[config.mk]
export PLATFORM = sky130hd
export DESIGN_NAME = ras_ckpt
export DESIGN_NICKNAME = d
export VERILOG_FILES = /design/src/rtl/ras_ckpt.sv
export SDC_FILE = /design/constraint.sdc
export NUM_CORES = 1
export LEC_CHECK = 0
export CORE_MARGIN = 5
export CORE_UTILIZATION = 30
export DETAILED_ROUTE_END_ITERATION = 16
export PLACE_DENSITY = 0.5
export SYNTH_ARGS = -nofsm -noshare
export SYNTH_HDL_FRONTEND = slang
export SYNTH_SLANG_ARGS = --single-unit
[constraint.sdc]
create_clock -name clk -period 6.82 [get_ports clk]
set_input_delay 1.023 -clock clk [delete_from_list [all_inputs] [get_ports clk]]
set_output_delay 1.023 -clock clk [all_outputs]
set_load 0.05 [all_outputs]
[src/rtl/ras_ckpt.sv]
// ras_ckpt: return address stack with per-entry recursion counters and
// single-word checkpoint/restore for branch misprediction recovery.
//
// Ports
//   clk                    : clock, all state updates on the rising edge
//   rst                    : asynchronous active-low reset
//   bp_ras_push            : call seen, push bp_ras_addr
//   bp_ras_pop             : return seen, pop top of stack
//   bp_ras_addr            : return address to push
//   bp_ras_restore         : load bp_ras_restore_ckpt (overrides push/pop)
//   bp_ras_restore_ckpt    : snapshot previously taken from ras_bp_ckpt
//   ras_bp_addr            : predicted return address (0 when empty)
//   ras_bp_valid           : stack non-empty
//   ras_bp_ckpt            : {ptr, num, buf[ptr], cnt[ptr]} of current state
//   ras_csrf_ras_full_add  : one-cycle pulse, oldest entry overwritten
//   ras_csrf_ras_empty_add : one-cycle pulse, pop on empty stack
`ifndef ADDR_WIDTH
`define ADDR_WIDTH 32
`endif

module ras_ckpt #(
    parameter int unsigned DEPTH      = 16,
    parameter int unsigned ADDR_WIDTH = `ADDR_WIDTH,
    parameter int unsigned CNT_WIDTH  = 4,
    localparam int unsigned PTR_W     = $clog2(DEPTH),
    localparam int unsigned CKPT_W    = 2*PTR_W + 1 + ADDR_WIDTH + CNT_WIDTH
) (
    input  logic                  clk,
    input  logic                  rst,
    input  logic                  bp_ras_push,
    input  logic                  bp_ras_pop,
    input  logic [ADDR_WIDTH-1:0] bp_ras_addr,
    input  logic                  bp_ras_restore,
    input  logic [CKPT_W-1:0]     bp_ras_restore_ckpt,
    output logic [ADDR_WIDTH-1:0] ras_bp_addr,
    output logic                  ras_bp_valid,
    output logic [CKPT_W-1:0]     ras_bp_ckpt,
    output logic                  ras_csrf_ras_full_add,
    output logic                  ras_csrf_ras_empty_add
);

    localparam int unsigned NUM_W = PTR_W + 1;
    localparam logic [NUM_W-1:0]     NUM_FULL = NUM_W'(DEPTH);
    localparam logic [CNT_WIDTH-1:0] CNT_ONE  = CNT_WIDTH'(1);
    localparam logic [CNT_WIDTH-1:0] CNT_MAX  = {CNT_WIDTH{1'b1}};

    // Storage and bookkeeping registers
    logic [ADDR_WIDTH-1:0] r_buf [DEPTH];
    logic [CNT_WIDTH-1:0]  r_cnt [DEPTH];
    logic [PTR_W-1:0]      r_ptr;
    logic [NUM_W-1:0]      r_num;
    logic                  r_full_add;
    logic                  r_empty_add;

    // Derived views of current state
    logic [PTR_W-1:0]      w_ptr_inc;
    logic [PTR_W-1:0]      w_ptr_dec;
    logic [NUM_W-1:0]      w_num_inc;
    logic [ADDR_WIDTH-1:0] w_top_addr;
    logic [CNT_WIDTH-1:0]  w_top_cnt;
    logic                  w_empty;
    logic                  w_hit;

    // Checkpoint fields being restored
    logic [PTR_W-1:0]      w_ck_ptr;
    logic [NUM_W-1:0]      w_ck_num;
    logic [ADDR_WIDTH-1:0] w_ck_addr;
    logic [CNT_WIDTH-1:0]  w_ck_cnt;

    // Next-state controls: port "ent" writes a whole entry, port "cnt" only a counter
    logic [PTR_W-1:0]      w_ptr_nxt;
    logic [NUM_W-1:0]      w_num_nxt;
    logic                  w_ent_we;
    logic [PTR_W-1:0]      w_ent_idx;
    logic [ADDR_WIDTH-1:0] w_ent_addr;
    logic [CNT_WIDTH-1:0]  w_ent_cnt;
    logic                  w_cnt_we;
    logic [PTR_W-1:0]      w_cnt_idx;
    logic [CNT_WIDTH-1:0]  w_cnt_val;
    logic                  w_push_new;
    logic                  w_full_nxt;
    logic                  w_empty_nxt;

    assign w_ptr_inc  = r_ptr + PTR_W'(1);
    assign w_ptr_dec  = r_ptr - PTR_W'(1);
    assign w_num_inc  = (r_num == NUM_FULL) ? NUM_FULL : r_num + NUM_W'(1);
    assign w_top_addr = r_buf[r_ptr];
    assign w_top_cnt  = r_cnt[r_ptr];
    assign w_empty    = (r_num == '0);
    assign w_hit      = (bp_ras_addr == w_top_addr);

    assign w_ck_ptr  = bp_ras_restore_ckpt[CKPT_W-1 -: PTR_W];
    assign w_ck_num  = bp_ras_restore_ckpt[CKPT_W-PTR_W-1 -: NUM_W];
    assign w_ck_addr = bp_ras_restore_ckpt[CNT_WIDTH +: ADDR_WIDTH];
    assign w_ck_cnt  = bp_ras_restore_ckpt[CNT_WIDTH-1:0];

    // Prediction and snapshot outputs come straight from pre-edge state
    assign ras_bp_valid           = ~w_empty;
    assign ras_bp_addr            = w_empty ? '0 : w_top_addr;
    assign ras_bp_ckpt            = {r_ptr, r_num, w_top_addr, w_top_cnt};
    assign ras_csrf_ras_full_add  = r_full_add;
    assign ras_csrf_ras_empty_add = r_empty_add;

    // Next-state decode: restore > push+pop > push > pop
    always_comb begin
        w_ptr_nxt   = r_ptr;
        w_num_nxt   = r_num;
        w_ent_we    = 1'b0;
        w_ent_idx   = r_ptr;
        w_ent_addr  = bp_ras_addr;
        w_ent_cnt   = CNT_ONE;
        w_cnt_we    = 1'b0;
        w_cnt_idx   = r_ptr;
        w_cnt_val   = w_top_cnt;
        w_push_new  = 1'b0;
        w_full_nxt  = 1'b0;
        w_empty_nxt = 1'b0;

        if (bp_ras_restore) begin
            w_ptr_nxt  = w_ck_ptr;
            w_num_nxt  = w_ck_num;
            w_ent_we   = 1'b1;
            w_ent_idx  = w_ck_ptr;
            w_ent_addr = w_ck_addr;
            w_ent_cnt  = w_ck_cnt;
        end else if (bp_ras_push && bp_ras_pop) begin
            if (w_empty) begin
                w_push_new = 1'b1;
            end else if (!w_hit) begin
                if (w_top_cnt > CNT_ONE) begin
                    // Release one recursion level, then push the new target
                    w_cnt_we   = 1'b1;
                    w_cnt_val  = w_top_cnt - CNT_ONE;
                    w_push_new = 1'b1;
                end else begin
                    // Single-use top: replace it in place
                    w_ent_we = 1'b1;
                end
            end
        end else if (bp_ras_push) begin
            if (!w_empty && w_hit && (w_top_cnt != CNT_MAX)) begin
                w_cnt_we  = 1'b1;
                w_cnt_val = w_top_cnt + CNT_ONE;
            end else begin
                w_push_new = 1'b1;
            end
        end else if (bp_ras_pop) begin
            if (w_empty) begin
                w_empty_nxt = 1'b1;
            end else if (w_top_cnt > CNT_ONE) begin
                w_cnt_we  = 1'b1;
                w_cnt_val = w_top_cnt - CNT_ONE;
            end else begin
                w_ptr_nxt = w_ptr_dec;
                w_num_nxt = r_num - NUM_W'(1);
            end
        end

        // New entry above top; at full occupancy this overwrites the oldest
        if (w_push_new) begin
            w_ptr_nxt  = w_ptr_inc;
            w_num_nxt  = w_num_inc;
            w_ent_we   = 1'b1;
            w_ent_idx  = w_ptr_inc;
            w_ent_addr = bp_ras_addr;
            w_ent_cnt  = CNT_ONE;
            w_full_nxt = (r_num == NUM_FULL);
        end
    end

    // State register
    always_ff @(posedge clk or negedge rst) begin
        if (!rst) begin
            r_ptr       <= PTR_W'(DEPTH - 1);
            r_num       <= '0;
            r_full_add  <= 1'b0;
            r_empty_add <= 1'b0;
            for (int unsigned i = 0; i < DEPTH; i++) begin
                r_buf[i] <= '0;
                r_cnt[i] <= '0;
            end
        end else begin
            r_ptr       <= w_ptr_nxt;
            r_num       <= w_num_nxt;
            r_full_add  <= w_full_nxt;
            r_empty_add <= w_empty_nxt;
            if (w_cnt_we) begin
                r_cnt[w_cnt_idx] <= w_cnt_val;
            end
            if (w_ent_we) begin
                r_buf[w_ent_idx] <= w_ent_addr;
                r_cnt[w_ent_idx] <= w_ent_cnt;
            end
        end
    end

endmodule

==> flow_metrics.py <==
metrics = {
    "route": {
        "ant_nets": 0,
        "wl_per_cell_um": 26.2,
        "dr.first_iter.drc_count": 1316,
        "dr.pass1.iters": 5,
        "drt-total-wl_um": 97900,
        "via_per_inst": 5.26,
        "route.detailed.drc": 0,
        "vias": 19649,
    },
    "cts": {
        "clk_pin_slew_ps": 60,
        "cts.sinks": 587,
        "cts_setup_buffers": 0,
        "cts-root-buf": "clkbuf_16",
        "ctsResizeCount": 0,
        "clock_latency_ps": 620,
        "htreeDepth": 3,
        "cts_tree": "yes",
        "numCtsBuffers": 71,
        "holdBufCountCts": 0,
        "clockBufferDepth": 3,
    },
    "logic_synthesis": {
        "ys.warnings.count": 0,
        "synth_top_family_by_area": "multiplexers",
        "synth_nets": 2325,
        "synth_area_um2": 30300,
        "synthTopCellsByArea": "dfrtp_1, mux2_2, mux4_2",
        "yosysTopAreaCell": "dfrtp_1",
        "synth-xor-area-share_pct": 1.53,
        "synth_fa_ha_area_share_pct": 0.413,
        "synthMuxAreaShare_pct": 36.3,
        "synth.ff_latch_count": 587,
        "synth_compound_gate_area_share_pct": 3.94,
        "netlist.area_leader.share_pct": 48.2,
        "async_reset_ff_share_pct": 100,
        "synth-edff-count": 0,
        "synth_cell_types": 81,
        "yosys_most_used_dff": "dfrtp_1",
        "synth.avg_cell_area_um2": 13.6,
        "synth_cells": 2233,
        "yosysSeqAreaShare_pct": 48.5,
        "synthSimpleGateAreaFrac_pct": 5.80,
    },
    "worst_setup_path": {
        "timing.rr.start": "r_ptr[0]",
        "critPathArrivalTime_ps": 6600,
        "critPathKind": "reg2reg",
        "worstSetupStartpointType": "flop",
        "critPathCaptureType": "flop",
        "cp_max_fo": 31,
        "worst_ep_required_time_ps": 7300,
        "startpoint": "r_ptr[0]",
    },
    "grt": {
        "gr-total-overflow": 0,
        "met3_usage_pct": 2.94,
        "antenna_found_initial": 5,
        "grt-busiest-layer": "met2",
        "track_usage_pct": 18.0,
        "grt_pass1_vias": 21143,
        "grt_max_degree": 195,
        "met2_usage_pct": 28.2,
        "use_met1_pct": 25.8,
        "grt_pass1_wl_um": 146000,
    },
    "sta": {
        "timing.hold.ws_ps": 487,
        "skew_ps": 39.3,
        "setup-tns-final_ps": 0,
        "slew_viol_final": 0,
        "rsz0062_at_grt": "no",
        "period_minus_slack_ps": 6110,
        "setup_viol": 0,
        "hold_violations": 0,
        "fin_crit_sh_pct": 89.6,
        "fmax_ghz": 0.164,
        "max_slew_margin_pct": 20.0,
        "worst_pin_slew_ps": 1200,
    },
    "floorplanning": {
        "rows": 116,
        "fp.dieW_um": 328,
        "die_y_um": 328,
        "start_util_pct": 30.2,
        "dieArea_um2": 107000,
        "io_pins": 162,
        "core_area_um2": 100000,
    },
    "placement": {
        "dpl.cell_count": 3610,
        "io_buffers": 161,
        "post-dp-hpwl_um": 63200,
        "place.gp.congestion": 0.811,
    },
    "min_path": {
        "min_from": "r_buf[300]",
        "min_path_type": "reg2reg",
    },
    "job": {
        "drv_cap": 0,
    },
    "layout": {
        "seqCellArea_um2": 14700,
        "n_fill_cell": 9544,
        "fin_nets": 2477,
        "drive_above_1_share_pct": 34.2,
        "mostFrequentLayoutCells": "dfrtp_1, mux2_2, mux2i_1",
        "multi_input_area_um2": 14600,
        "stdcell_count": 3739,
        "areaGrowthSynthToFinish_pct": 19.0,
        "final_common_cell": "dfrtp_1",
    },
    "outcome": {
        "run_status": "complete, no violations",
    },
}
==> Yosys cell counts, types with 19 or more instances <==
master	instances
mux2_2	470
nand2_1	106
a21oi_1	33
buf_2	52
mux2_1	86
clkbuf_1	78
nor3_1	21
xnor2_1	34
a22oi_1	34
xor2_1	19
nor2_1	57
mux4_2	111
inv_1	20
and2_1	34
dfrtp_1	583
buf_4	28
mux2i_1	224
o21ai_0	28
==> worst max-delay path: stages (launching register included) <==
cell,delay (ps)
dfstp_4,950
buf_12,290
buf_4,300
mux4_2,530
nand2_1,90
nand2_1,100
mux2i_1,390
o211ai_1,180
nor4b_1,720
nand4bb_1,320
o211a_1,320
a311oi_2,340
o2111ai_2,360
nor3_4,340
buf_12,320
mux2_2,370
==> final timing paths <==
| check | to | slack (ps) | cells after the start |
|---|---|---|---|
| worst max-delay path | r_buf[231] | 710 | 15 |
| worst min-delay path | r_buf[300] | 490 | 1 |
| worst max register to register | r_buf[231] | 710 | 15 |
| worst min register to register | r_buf[300] | 490 | 1 |
| max in group asynchronous | r_buf[399] | 4580 | 2 |
| min in group asynchronous | r_cnt[63] | 530 | 1 |
==> state kept, by name, summed over array words and instances (netlist names) <==
register,cells
r_buf,512
r_cnt,64
r_num,5
r_ptr,4
ras_csrf_ras_empty_add,1
ras_csrf_ras_full_add,1
==> through the flow <==
step,area [um^2],setup WS (ps),util (%)
after global placement,33700,800,33.6
after global routing,36000,385,36.0
after CTS,36000,731,36.0
final,36000,706,36.0
after floorplan,30300,6.54,-
after detailed placement,33700,747,33.6
==> logic make-up after synthesis <==
| kind of cell | count (synthesis) |
|---|---|
| buffers and inverters | 202 |
| xor gates and xnor gates | 53 |
| AOI/OAI and AO/OA | 168 |
| DFF | 587 |
| adders and majority gates | 10 |
| and+or+nand+nor | 322 |
| muxes | 891 |
==> cell type report <==
class | instances | area share [%]
Sequential cell | 587 | 40.8
Multi-Input combinational cell | 1444 | 40.4
Timing Repair Buffer | 259 | 7.46
Clock buffer | 105 | 5.79
Tap cell | 1298 | 4.51
Clock inverter | 22 | 0.760
Inverter | 22 | 0.240
Antenna cell | 2 | 0.0139
==> per-layer routing <==
layer / routed length, um / vias to the layer above
li1: - / 8510
met1: 45600 / 10487
met2: 44800 / 511
met3: 4710 / 139
met4: 2780 / 2
met5: 13 / -
Power is not shown: default switching activity piles up to over one toggle a cycle in this logic, so the estimate is an artifact.
